===== src/rtl/cfg_axis_switch_sequencer.sv =====
// Glitch-free, rate-limited 2:1 AXIS source switch driven by a cfg word.
// Select changes commit on a current-source sample boundary, then blank and dwell.
module cfg_axis_switch_sequencer #(
    parameter int SRC_ADDR         = 0,
    parameter int CFG_WIDTH        = 1024,
    parameter int CFG_SWBIT        = 0,
    parameter int AXIS_TDATA_WIDTH = 32,
    parameter int EDGE_TIMEOUT     = 255
) (
    input  logic                        a_clk,
    input  logic                        a_resetn,
    input  logic [CFG_WIDTH-1:0]        cfg,
    input  logic [AXIS_TDATA_WIDTH-1:0] S1_AXIS_tdata,
    input  logic                        S1_AXIS_tvalid,
    input  logic [AXIS_TDATA_WIDTH-1:0] S2_AXIS_tdata,
    input  logic                        S2_AXIS_tvalid,
    output logic [AXIS_TDATA_WIDTH-1:0] M_AXIS_tdata,
    output logic                        M_AXIS_tvalid,
    output logic                        status,
    output logic                        busy,
    output logic [15:0]                 switch_count
);

    typedef enum logic [1:0] {
        ST_STEADY,
        ST_WAIT_EDGE,
        ST_BLANK,
        ST_DWELL
    } state_t;

    localparam logic [7:0] EDGE_INIT = 8'(EDGE_TIMEOUT);

    state_t                        r_state;
    logic                          r_sel;
    logic                          r_target;
    logic [7:0]                    r_edge_cnt;
    logic [7:0]                    r_blank_cnt;
    logic [15:0]                   r_dwell_cnt;
    logic [15:0]                   r_switch_count;
    logic [AXIS_TDATA_WIDTH-1:0]   r_tdata;
    logic                          r_tvalid;

    logic [31:0]                   w_word;
    logic                          w_req;
    logic [7:0]                    w_blank_len;
    logic [15:0]                   w_dwell_len;
    logic [AXIS_TDATA_WIDTH-1:0]   w_cur_tdata;
    logic                          w_cur_tvalid;
    logic                          w_commit;
    logic                          w_do_switch;
    logic                          w_unused;

    assign w_word       = cfg[SRC_ADDR*32 +: 32];
    assign w_req        = w_word[CFG_SWBIT];
    assign w_blank_len  = w_word[15:8];
    assign w_dwell_len  = w_word[31:16];
    assign w_unused     = &{1'b0, cfg, w_word};

    assign w_cur_tdata  = r_sel ? S2_AXIS_tdata  : S1_AXIS_tdata;
    assign w_cur_tvalid = r_sel ? S2_AXIS_tvalid : S1_AXIS_tvalid;

    // Withdrawal beats commit; a valid sample and timeout together still commit once.
    assign w_commit    = (r_state == ST_WAIT_EDGE) && (w_req != r_sel) &&
                         (w_cur_tvalid || (r_edge_cnt == 8'd0));
    assign w_do_switch = (w_commit && (w_blank_len == 8'd0)) ||
                         ((r_state == ST_BLANK) && (r_blank_cnt == 8'd0));

    always_ff @(posedge a_clk) begin
        if (!a_resetn) begin
            r_state        <= ST_STEADY;
            r_sel          <= 1'b0;
            r_target       <= 1'b0;
            r_edge_cnt     <= 8'd0;
            r_blank_cnt    <= 8'd0;
            r_dwell_cnt    <= 16'd0;
            r_switch_count <= 16'd0;
            r_tdata        <= '0;
            r_tvalid       <= 1'b0;
        end else begin
            // Blanking drops valid but keeps the last data word on the bus.
            if (r_state == ST_BLANK) begin
                r_tvalid <= 1'b0;
            end else begin
                r_tdata  <= w_cur_tdata;
                r_tvalid <= w_cur_tvalid;
            end

            if (w_do_switch) begin
                r_sel          <= r_target;
                r_switch_count <= r_switch_count + 16'd1;
                if (w_dwell_len != 16'd0) begin
                    r_dwell_cnt <= w_dwell_len - 16'd1;
                    r_state     <= ST_DWELL;
                end else begin
                    r_state     <= ST_STEADY;
                end
            end else begin
                case (r_state)
                    ST_STEADY: begin
                        if (w_req != r_sel) begin
                            r_target   <= w_req;
                            r_edge_cnt <= EDGE_INIT;
                            r_state    <= ST_WAIT_EDGE;
                        end
                    end
                    ST_WAIT_EDGE: begin
                        if (w_req == r_sel) begin
                            r_state <= ST_STEADY;
                        end else if (w_commit) begin
                            r_blank_cnt <= w_blank_len - 8'd1;
                            r_state     <= ST_BLANK;
                        end else begin
                            r_edge_cnt <= r_edge_cnt - 8'd1;
                        end
                    end
                    ST_BLANK: begin
                        r_blank_cnt <= r_blank_cnt - 8'd1;
                    end
                    ST_DWELL: begin
                        if (r_dwell_cnt == 16'd0) begin
                            r_state <= ST_STEADY;
                        end else begin
                            r_dwell_cnt <= r_dwell_cnt - 16'd1;
                        end
                    end
                    default: begin
                        r_state <= ST_STEADY;
                    end
                endcase
            end
        end
    end

    assign M_AXIS_tdata  = r_tdata;
    assign M_AXIS_tvalid = r_tvalid;
    assign status        = r_sel;
    assign busy          = (r_state != ST_STEADY);
    assign switch_count  = r_switch_count;

endmodule


===== config.mk =====
export PLATFORM = sky130hd
export DESIGN_NAME = cfg_axis_switch_sequencer
export DESIGN_NICKNAME = d
export VERILOG_FILES = /design/src/rtl/cfg_axis_switch_sequencer.sv
export SDC_FILE = /design/constraint.sdc
export NUM_CORES = 1
export LEC_CHECK = 0
export CAP_MARGIN = 20
export CORE_AREA = 4 4 441 443
export CTS_CLUSTER_SIZE = 40
export DETAILED_ROUTE_END_ITERATION = 16
export DIE_AREA = 0 0 445 447
export DONT_BUFFER_PORTS = 1
export GPL_ROUTABILITY_DRIVEN = 0
export PLACE_DENSITY = 0.3
export SLEW_MARGIN = 20
export SYNTH_ARGS = -nofsm -noshare
export SYNTH_HDL_FRONTEND = slang
export SYNTH_SLANG_ARGS = --single-unit
export TNS_END_PERCENT = 1

===== constraint.sdc =====
create_clock -name a_clk -period 4.4 [get_ports a_clk]
set_clock_uncertainty 0.2 [all_clocks]
set_input_delay 0.66 -clock a_clk [delete_from_list [all_inputs] [get_ports a_clk]]
set_output_delay 0.66 -clock a_clk [all_outputs]
set_load 0.02 [all_outputs]

Word-level counts from Yosys, hierarchy flattened

Cells that the tools add are included.

Bits in registers: 85
Input port bits: 1092
Output and inout port bits: 51

$add $sub $neg: 6
Equal/unequal tests: 14
Multiplexer cells: 20
Bitwise gates (word level): 2
Reductions and logical operators: 23

Operators by type and width:

| operator              | count |
|---|---|
| $mux 16               | 4 |
| $mux 8                | 5 |
| $mux 32               | 1 |
| $pmux 8 s2            | 2 |
| $sub 16x1->16 const B | 2 |
| $logic_not 8->1       | 3 |
| $sub 8x1->8 const B   | 3 |
| $add 16x1->16 const B | 1 |
| $logic_not 16->1      | 1 |
| $reduce_bool 16->1    | 1 |
| $mux 2                | 6 |
| $ne 2x2->1 const B    | 5 |
| $reduce_and 4->1      | 2 |
| $reduce_bool 2->1     | 4 |
| $ne 3x3->1 const B    | 2 |
| $pmux 2 s3            | 1 |
| $reduce_and 3->1      | 2 |
| $reduce_and 5->1      | 1 |
| $eq 2x2->1 const B    | 2 |
| $logic_and 1x1->1     | 4 |
| $ne 4x3->1 const B    | 1 |
| $reduce_bool 4->1     | 1 |
| $eq 2x1->1 const B    | 1 |
| $logic_not 2->1       | 1 |
| 7 further kinds       | 9 |

Depth between registers and ports, before layout

Gate-level depths: netlist of run 1.

Depth in word-level cells: 7
Depth in mapped cells: 14
Depth with buffers taken out: 13

Least setup slack after synthesis of run 1

Ideal clock, no wire load.

Kind: input to register
From: input port cfg[12]
To: register r_dwell_cnt[10]
Arrival: 3976 ps
Data required time: 4068 ps
Path slack: 91 ps
Stages: 12
Cell sequence: or4_1 > nor2_1 > a31o_2 > clkbuf_1 > mux2i_1 > ha_1 > or3b_2 > or3_1 > or3_1 > o31a_1 > o21ai_0 > a31oi_1

Word-level cells in the longest chain between the ends: 5

RTL lines:

| element                                      | line | RTL |
|---|---|---|
| start, declared                              | 12   | `input logic [CFG_WIDTH-1:0] cfg,` |
| $logic_not 8->1 *                            | 65   | `assign w_do_switch = (w_commit && (w_blank_len == 8'd0)) \|\|` |
| $logic_and 1x1->1 *                          | 65   |  |
| $logic_or 1x1->1 *                           | 65   |  |
| $ne 2x1->1 (no line) (tied with other cells) | --   |  |
| $reduce_and 3->1 (no line)                   | --   |  |
| end signal, assigned                         | 92   | `r_dwell_cnt <= w_dwell_len - 16'd1;` |
| end signal, assigned                         | 123  | `r_dwell_cnt <= r_dwell_cnt - 16'd1;` |
| end, declared                                | 38   | `logic [15:0] r_dwell_cnt;` |

Mark *: on every way between the ends. The rest lies on a longest branch, timed or not.
A chain may end at the register's enable or synchronous reset.

Worst setup path in the final report of run 1

From: register r_edge_cnt[3]
To: register r_dwell_cnt[10]

Word-level cells in the longest chain between the ends: 7

RTL lines:

| element                                      | line | RTL |
|---|---|---|
| start, declared                              | 36   | `logic [7:0] r_edge_cnt;` |
| start signal, assigned                       | 113  | `r_edge_cnt <= r_edge_cnt - 8'd1;` |
| $logic_not 8->1 *                            | 64   | `(w_cur_tvalid \|\| (r_edge_cnt == 8'd0));` |
| $logic_or 1x1->1 *                           | 64   |  |
| $logic_and 1x1->1 *                          | 63   | `assign w_commit = (r_state == ST_WAIT_EDGE) && (w_req != r_sel) &&` |
| $logic_and 1x1->1 *                          | 65   |  |
| $logic_or 1x1->1 *                           | 65   |  |
| $ne 2x1->1 (no line) (tied with other cells) | --   |  |
| $reduce_and 3->1 (no line)                   | --   |  |

Marked as above.

==> flow_summary.yaml, run 1 <==
run_status:
  outcome: "complete, no violations"
grt:
  overflow: 0
  grt_pass1_vias: 4266
  grt.total_usage: 0.0220
  antenna_found_initial: 5
  grt_max_degree: 85
  grt_pass1_wl_um: 30700
synth:
  ys_top_cells_by_area: "dfxtp_1 (35%), mux2i_1 (8.7%), nor2_1 (7.9%), a21oi_1 (6.1%), nand2_1 (3.3%)"
  yosys_register_bits: 85
  synth-edff-count: 0
  netlist_area_mm2: 0.00483
  ys_async_sr_fraction: 0
  syn-num-nets: 1694
  syn_inst: 594
  syn_area_per_cell_um2: 8.13
  netlist.area_leader.share: 0.352
  synth_ff_type: "dfxtp_1"
  yosys.area.top_type: "dfxtp_1"
  yosysSeqAreaShare: 0.352
  synth_cell_type_count: 65
  synth_warnings: 0
power_and_ir_drop:
  ir_drop_mv: 0.184
  total_leakage_power_nw: 1.81
  power_density_mw_per_mm2: 379
die:
  row_count: 160
  coreArea_mm2: 0.190
  initial_utilization: 0.0254
  dieHeight_um: 447
  dieArea_mm2: 0.199
  ios: 1143
  die_w_um: 445
placed_design:
  place_inst: 3091
  port_buffers: 0
  dp_hpwl_um: 17300
finish:
  layout-drive-gt1-share: 0.0990
  synthToLayoutAreaGrowth_pct: 71.1
  fin_nets: 1691
  instances_no_fill: 3109
worst_setup_path:
  start_kind: "flip-flop"
  critPathSlowestCell: "or4_4"
  crit_fanout: 7
  crit_type: "flip-flop to flip-flop"
  cp_cell_sequence: "or4_4, o31ai_4, a31o_2, mux2i_1, ha_1, or3b_2, or3_1, or3_1, o31a_1, o21ai_0, a31oi_1"
  cp-end-kind: "flip-flop"
  max_stage_delay_ps: 600
  crit_arrival_ps: 4120
  crit_required_ps: 4450
  critPathMostFrequentCell: "or3_1"
timing:
  fin_crit_ps: 4070
  drv_slew: 0
  tightest_slew_ps: 922
  tns_ps: 0
  fin_crit_sh: 0.926
  rsz0062_at_grt: "no"
  setup_violations: 0
  report.final.hold_viol_count: 0
  fmax_mhz: 246
  max_slew_margin: 0.386
clock_network:
  ctsLongestPathBuffers: 2
  cts_num_sinks: 85
  cts_hold_buffers: 0
  cts_resized: 0
  numCtsBuffers: 9
  cts_max_level: 3
  cts_tree: "done"
  post_cts_buffers: 0
  clkSlewWorstSetupHoldPaths_ps: 70
  clock_latency_ps: 380
  cts_root_buffer: "clkbuf_16"
routing:
  drc: 0
  drtIter0Drc: 206
  ant_nets: 0
  via_per_inst: 1.38
  routed_wl_um: 21900
  dr.pass1.iters: 4
  route.vias.total: 4281
  wl_per_cell_um: 7.06
min_path:
  hp-class: "input pin to flip-flop"
run:
  maxCapViolations: 0
## layout by cell type, fill, tap and decap left out, drive strengths merged, types with 4 or more instances in the layout
master / Yosys / routed
a31oi: 11 / 11
o22ai: 6 / 6
ha: 8 / 8
nand3: 10 / 10
or3: 11 / 11
o21ai: 21 / 21
dfxtp: 85 / 85
or4: 5 / 5
nor4b: 8 / 8
mux2i: 43 / 43
nand2: 43 / 43
a21oi: 59 / 59
xor2: 6 / 6
nor3: 22 / 22
xnor2: 17 / 17
buf: 12 / 19
o31a: 7 / 7
nand4: 4 / 4
o31ai: 7 / 7
nor2: 101 / 101
nor4: 13 / 13
nand2b: 5 / 5
inv: 13 / 13
a211oi: 5 / 5
and2: 5 / 5
clkbuf: 21 / 12
a311oi: 6 / 6
a22oi: 4 / 4
or2: 4 / 4
## critical path: cells and delay by family, from the launching register on
| family | cells | cell delay (ps) |
|---|---|---|
| fa+ha+maj | 1 | 190 |
| simple gates | 4 | 1830 |
| mux | 1 | 210 |
| flops | 1 | 370 |
| compound gates | 5 | 1140 |
## path summary, 6_finish.rpt
path / to / depth (start not counted) / slack (ps) / start
max: r_dwell_cnt[10]$_SDFFE_PN0P_ / 11 / 330 / r_edge_cnt[3]$_SDFFE_PN0P_
min: r_target$_SDFFE_PN0P_ / 2 / 220 / cfg[0]
max reg2reg: r_dwell_cnt[10]$_SDFFE_PN0P_ / 11 / 330 / r_edge_cnt[3]$_SDFFE_PN0P_
min reg2reg: r_dwell_cnt[4]$_SDFFE_PN0P_ / 2 / 300 / r_dwell_cnt[4]$_SDFFE_PN0P_
## power by group
group | total, mW | internal [mW] | switching, mW
Clock | 0.782 | 0.411 | 0.371
Combinational | 1.25 | 0.516 | 0.729
Sequential | 1.11 | 0.904 | 0.202
Total | 3.13 | 1.83 | 1.30
## logic make-up after synthesis
logic type,count (synthesis),share of synthesized area
AND/OR/NAND/NOR,242,0.245
AO/OA/AOI/OAI,146,0.199
flip-flops,85,0.352
buffers and inverters,46,0.0428
multiplexers,44,0.0941
XOR/XNOR,23,0.0456
adder cells (fa/ha/maj),8,0.0207
## per-stage QoR
step | power, mW | setup WS [ps] | area, um2 | hold WS, ps | util
finish | 3.13 | 327 | 8260 | 217 | 0.0435
detailed placement | 2.41 | 203 | 7980 | 287 | 0.0420
floorplan | 1.98 | 91.4 | 4830 | 249 | -
CTS | 3.25 | 317 | 8260 | 160 | 0.0435
global placement | 2.41 | 249 | 7980 | 280 | 0.0420
global route | 3.40 | 90.7 | 8260 | 217 | 0.0435
## synthesized netlist by cell type, drive strengths merged (6+ instances only)
master,n
a21oi,59
a311oi,6
a31oi,11
buf,12
clkbuf,21
dfxtp,85
ha,8
inv,13
mux2i,43
nand2,43
nand3,10
nor2,101
nor3,22
nor4,13
nor4b,8
o21ai,21
o22ai,6
o31a,7
o31ai,7
or3,11
xnor2,17
xor2,6
## area by class of cell
class / count / area, um2
Clock inverter: 4 / 22.5
Multi-Input combinational cell: 463 / 2940
Sequential cell: 85 / 1700
Fill cell: 22400 / 182000
Timing Repair Buffer: 19 / 143
Clock buffer: 12 / 256
Inverter: 13 / 48.8
Antenna cell: 2 / 5.00
Tap cell: 2511 / 3140
## routing by layer
layer  wire length [um]  global-route usage  vias to the layer above
met5                  0                   0                        -
li1                   -                   -                     2156
met2              14200              0.0478                       34
met4                670              0.0139                        0
met3                404             0.00262                       25
met1               6720              0.0181                     2066
## registers in the layout (all words and copies together), names as in the netlist
name / cells
switch_count: 16
r_target: 1
status: 1
r_state: 2
r_dwell_cnt: 16
r_edge_cnt: 8
r_blank_cnt: 8
M_AXIS_tdata: 32
M_AXIS_tvalid: 1
No activity file was read; power rests on OpenSTA's default activity.
==> inputs of run 2 (changes only) <==
--- a/config.mk
+++ b/config.mk
@@ -6,10 +6,10 @@
 export NUM_CORES = 1
 export LEC_CHECK = 0
 export CAP_MARGIN = 20
-export CORE_AREA = 4 4 441 443
+export CORE_AREA = 4 4 446 448
 export CTS_CLUSTER_SIZE = 40
 export DETAILED_ROUTE_END_ITERATION = 16
-export DIE_AREA = 0 0 445 447
+export DIE_AREA = 0 0 450 452
 export DONT_BUFFER_PORTS = 1
 export GPL_ROUTABILITY_DRIVEN = 0
 export PLACE_DENSITY = 0.3
==> flow_summary.yaml, run 2 (same netlist as run 1, synthesis figures left out) <==
run_status:
  outcome: "complete, no violations"
finish:
  layout_common_cells: "nor2_1 (101), dfxtp_1 (84), a21oi_1 (59)"
  final_cell_area_mm2: 0.00835
  instances_no_fill: 3143
  synthToLayoutAreaGrowth_pct: 72.9
  largest_register_ffs: 32
  layout_commonest_cell: "nor2_1"
  fin_nets: 1692
  layout-drive-gt1-share: 0.101
  fill_cells: 23100
placed_design:
  port_buffers: 0
  dp_hpwl_um: 17900
  dpl_cell_area_mm2: 0.00804
  place_inst: 3123
clock_network:
  ctsLongestPathBuffers: 2
  cts_tree: "done"
  cts_num_sinks: 85
  clock_latency_ps: 380
  numCtsBuffers: 9
  clkSlewWorstSetupHoldPaths_ps: 70
  cts_resized: 0
  cts_hold_buffers: 0
  cts_max_level: 3
  post_cts_buffers: 0
  cts_root_buffer: "clkbuf_16"
routing:
  route.vias.total: 4284
  ant_nets: 0
  drtIter0Drc: 221
  wl_per_cell_um: 7.14
  via_per_inst: 1.36
  dr.pass1.iters: 4
  routed_wl_um: 22500
  drc: 0
grt:
  grt.total_usage: 0.0220
  grt_use_met3: 0.00359
  grt_busiest_layer: "met2"
  grt_pass1_wl_um: 31400
  use_met2: 0.0490
  grt_pass1_vias: 4264
  grt_util_met1: 0.0168
  antenna_found_initial: 6
  grt_max_degree: 85
  overflow: 0
die:
  dieHeight_um: 452
  die_w_um: 450
  row_count: 162
  coreArea_mm2: 0.195
  ios: 1143
  dieArea_mm2: 0.203
  initial_utilization: 0.0248
timing:
  max_slew_margin: 0.339
  tns_ps: 0
  tightest_slew_ps: 992
  setup_violations: 0
  rsz0062_at_grt: "no"
  fin_crit_ps: 4090
  report.final.hold_viol_count: 0
  drv_slew: 0
  fin_crit_sh: 0.931
  fmax_mhz: 244
  timing.hold.ws_ps: 212
run:
  maxCapViolations: 0
worst_setup_path:
  critPathMostFrequentCell: "or3_1"
  crit_arrival_ps: 4160
  crit_required_ps: 4470
  crit_type: "flip-flop to flip-flop"
  crit_fanout: 7
  cp-end-kind: "flip-flop"
  critPathSlowestCell: "or4_4"
  start_kind: "flip-flop"
  max_stage_delay_ps: 590
  cp_cell_sequence: "or4_4, o31ai_4, a31o_2, mux2i_1, ha_1, or3b_2, or3_1, or3_1, o31a_1, o21ai_0, a31oi_1"
power_and_ir_drop:
  ir_drop_mv: 0.185
  power_density_mw_per_mm2: 383
  total_leakage_power_nw: 1.83
  finalPower_mw: 3.20
min_path:
  hp-class: "input pin to flip-flop"
==> run 2: final timing paths <==
| path | startpoint | to | slack [ps] | cells after the start |
|---|---|---|---|---|
| worst max register to register | r_edge_cnt[3]$_SDFFE_PN0P_ | r_dwell_cnt[10]$_SDFFE_PN0P_ | 310 | 11 |
| worst max-delay path | r_edge_cnt[3]$_SDFFE_PN0P_ | r_dwell_cnt[10]$_SDFFE_PN0P_ | 310 | 11 |
| worst min register to register | r_target$_SDFFE_PN0P_ | status$_SDFFE_PN0N_ | 280 | 2 |
| worst min-delay path | cfg[0] | r_target$_SDFFE_PN0P_ | 210 | 2 |
==> run 2: critical path: cells and delay by family (launching register included) <==
| family | cells | cell delay (ps) |
|---|---|---|
| multiplexers | 1 | 220 |
| AND/OR/NAND/NOR | 4 | 1830 |
| adder cells (fa/ha/maj) | 1 | 200 |
| AO/OA/AOI/OAI | 5 | 1160 |
| flip-flops | 1 | 370 |
==> run 2: area by class of cell <==
type	instances	area (um2)	share of cell area
Multi-Input combinational cell	463	2940	0.352
Clock buffer	11	253	0.0303
Tap cell	2542	3180	0.381
Sequential cell	85	1700	0.204
Clock inverter	4	47.5	0.00569
Inverter	13	48.8	0.00584
Timing Repair Buffer	20	163	0.0195
Antenna cell	5	12.5	0.00150
==> run 2: stage by stage <==
| step | setup WS (ps) | util |
|---|---|---|
| 5_1_grt | 99.0 | 0.0429 |
| 6_report | 305 | 0.0429 |
| 4_1_cts | 259 | 0.0428 |
| 3_5_place_dp | 175 | 0.0413 |
| 2_1_floorplan | 91.4 | - |
| 3_3_place_gp | 189 | 0.0413 |
==> run 2: report_power, final <==
group / total [mW] / internal [mW] / switching (mW)
combinational: 1.26 / 0.525 / 0.736
clock: 0.838 / 0.467 / 0.371
sequential: 1.10 / 0.904 / 0.199
total: 3.20 / 1.90 / 1.31
==> run 2: per-layer routing <==
metal,up-vias,share of wire
met5,-,0
met4,0,0.029
met3,17,0.026
met2,53,0.65
met1,2066,0.29
li1,2148,-
==> inputs of run 3 (changes only) <==
--- a/config.mk
+++ b/config.mk
@@ -6,10 +6,11 @@
 export NUM_CORES = 1
 export LEC_CHECK = 0
 export CAP_MARGIN = 20
-export CORE_AREA = 4 4 446 448
+export CORE_AREA = 2 2 444 446
+export CTS_CLUSTER_DIAMETER = 100
 export CTS_CLUSTER_SIZE = 40
 export DETAILED_ROUTE_END_ITERATION = 16
-export DIE_AREA = 0 0 450 452
+export DIE_AREA = 0 0 446 448
 export DONT_BUFFER_PORTS = 1
 export GPL_ROUTABILITY_DRIVEN = 0
 export PLACE_DENSITY = 0.3
==> flow_summary.yaml, run 3 (same netlist as run 1, synthesis figures left out) <==
routing:
  ant_nets: 0
  routed_wl_um: 20700
  drc: 0
  drtIter0Drc: 187
  dr.pass1.iters: 4
  route.vias.total: 4234
  wl_per_cell_um: 6.61
  via_per_inst: 1.35
power_and_ir_drop:
  total_leakage_power_nw: 1.82
  ir_drop_mv: 0.239
  finalPower_mw: 3.22
  power_density_mw_per_mm2: 385
grt:
  grt.total_usage: 0.0205
  grt_pass1_vias: 4151
  overflow: 0
  antenna_found_initial: 5
  grt_pass1_wl_um: 28700
  grt_max_degree: 85
finish:
  fill_cells: 23100
  layout_common_cells: "nor2_1 (101), dfxtp_1 (84), a21oi_1 (59)"
  synthToLayoutAreaGrowth_pct: 72.8
  multi_input_area_mm2: 0.00294
  layout-drive-gt1-share: 0.0960
  regArea_mm2: 0.00170
  fin_nets: 1689
  layout_commonest_cell: "nor2_1"
  largest_register_ffs: 32
die:
  initial_utilization: 0.0248
  row_count: 162
  coreArea_mm2: 0.195
  dieArea_mm2: 0.200
  die_w_um: 446
  dieHeight_um: 448
  ios: 1143
worst_setup_path:
  r2r-start: "r_edge_cnt[3]$_SDFFE_PN0P_"
  max_stage_delay_ps: 590
  cp_top_family: "simple AND/OR/NAND/NOR gates"
  worst-path-buf-inv: 0
  crit_arrival_ps: 4110
  critPathMostFrequentCell: "or3_1"
  crit_end: "r_dwell_cnt[10]$_SDFFE_PN0P_"
  start_kind: "flip-flop"
  critPathSlowestCell: "or4_4"
  critPathLaunch: "r_edge_cnt[3]$_SDFFE_PN0P_"
  cp_cell_sequence: "or4_4, o31ai_4, a31o_2, mux2i_1, ha_1, or3b_2, or3_1, or3_1, o31a_1, o21ai_0, a31oi_1"
  cp-end-kind: "flip-flop"
  crit_fanout: 7
  cp.depth: 11
  r2r_cells: 11
  reg2reg_slack_ps: 360
  crit_required_ps: 4460
  crit_type: "flip-flop to flip-flop"
  reg2reg_to: "r_dwell_cnt[10]$_SDFFE_PN0P_"
clock_network:
  clkSlewWorstSetupHoldPaths_ps: 70
  cts_root_buffer: "clkbuf_16"
  cts_hold_buffers: 0
  cts_max_level: 3
  cts_resized: 0
  cts_num_sinks: 85
  cts_tree: "done"
  ctsLongestPathBuffers: 2
  numCtsBuffers: 9
  post_cts_buffers: 0
  clock_latency_ps: 370
timing:
  drv_slew: 0
  report.final.hold_viol_count: 0
  fmax_mhz: 247
  rsz0062_at_grt: "no"
  tns_ps: 0
  setup_ws_ps: 355
  max_slew_margin: 0.363
  fin_crit_ps: 4040
  tightest_slew_ps: 956
  setup_violations: 0
  fin_crit_sh: 0.919
placed_design:
  port_buffers: 0
  dp_hpwl_um: 16100
  post-place-ws_ps: 221
run_status:
  outcome: "complete, no violations"
min_path:
  hp-class: "input pin to flip-flop"
run:
  maxCapViolations: 0
-- run 3: cell count changes in the layout (fill, tap and decap cells not counted), sizes merged --
cell	change
buf	-3
bufinv	+2
clkbuf	-1
diode	-4
-- run 3: power breakdown --
group / switching, mW / internal, mW / leakage (nW)
Combinational: 0.702 / 0.478 / 0.962
Sequential: 0.195 / 0.904 / 0.698
Clock: 0.381 / 0.556 / 0.163
-- run 3: layout make-up --
| class | instances | share of cell area |
|---|---|---|
| clock inverter | 6 | 0.0133 |
| timing repair buffer | 17 | 0.0153 |
| multi-input combinational | 463 | 0.353 |
| clock buffer | 10 | 0.0274 |
| inverter | 13 | 0.00585 |
| tap | 2542 | 0.381 |
| antenna | 1 | 0.000300 |
| sequential | 85 | 0.204 |
-- run 3: layer usage --
metal  track usage  share of wire  routed length [um]
met2        0.0437           0.63               13100
met1        0.0171           0.32                6670
met4        0.0137          0.033                 685
met5             0              0                   0
met3       0.00251          0.012                 248
-- run 3: worst min-delay path by stage --
stage | start | to | slack (ps) | cells after the start
5_1_grt | cfg[0] | r_target$_SDFFE_PN0P_ | 190 | 2
6_report | cfg[0] | r_target$_SDFFE_PN0P_ | 220 | 2
3_3_place_gp | r_target$_SDFFE_PN0P_ | status$_SDFFE_PN0N_ | 270 | 2
3_5_place_dp | r_target$_SDFFE_PN0P_ | status$_SDFFE_PN0N_ | 270 | 2
2_1_floorplan | r_target$_SDFFE_PN0P_ | status$_SDFFE_PN0N_ | 250 | 2
4_1_cts | cfg[0] | r_target$_SDFFE_PN0P_ | 170 | 2
-- run 3: per-stage QoR --
stage | instances | area (um2) | util | hold WS [ps]
after floorplan | 594 | 4830 | - | 249
after global placement | 3120 | 8000 | 0.0411 | 266
after detailed placement | 3120 | 8000 | 0.0411 | 268
after CTS | 3136 | 8340 | 0.0429 | 165
after global routing | 3137 | 8340 | 0.0429 | 194
final | 3137 | 8340 | 0.0429 | 216
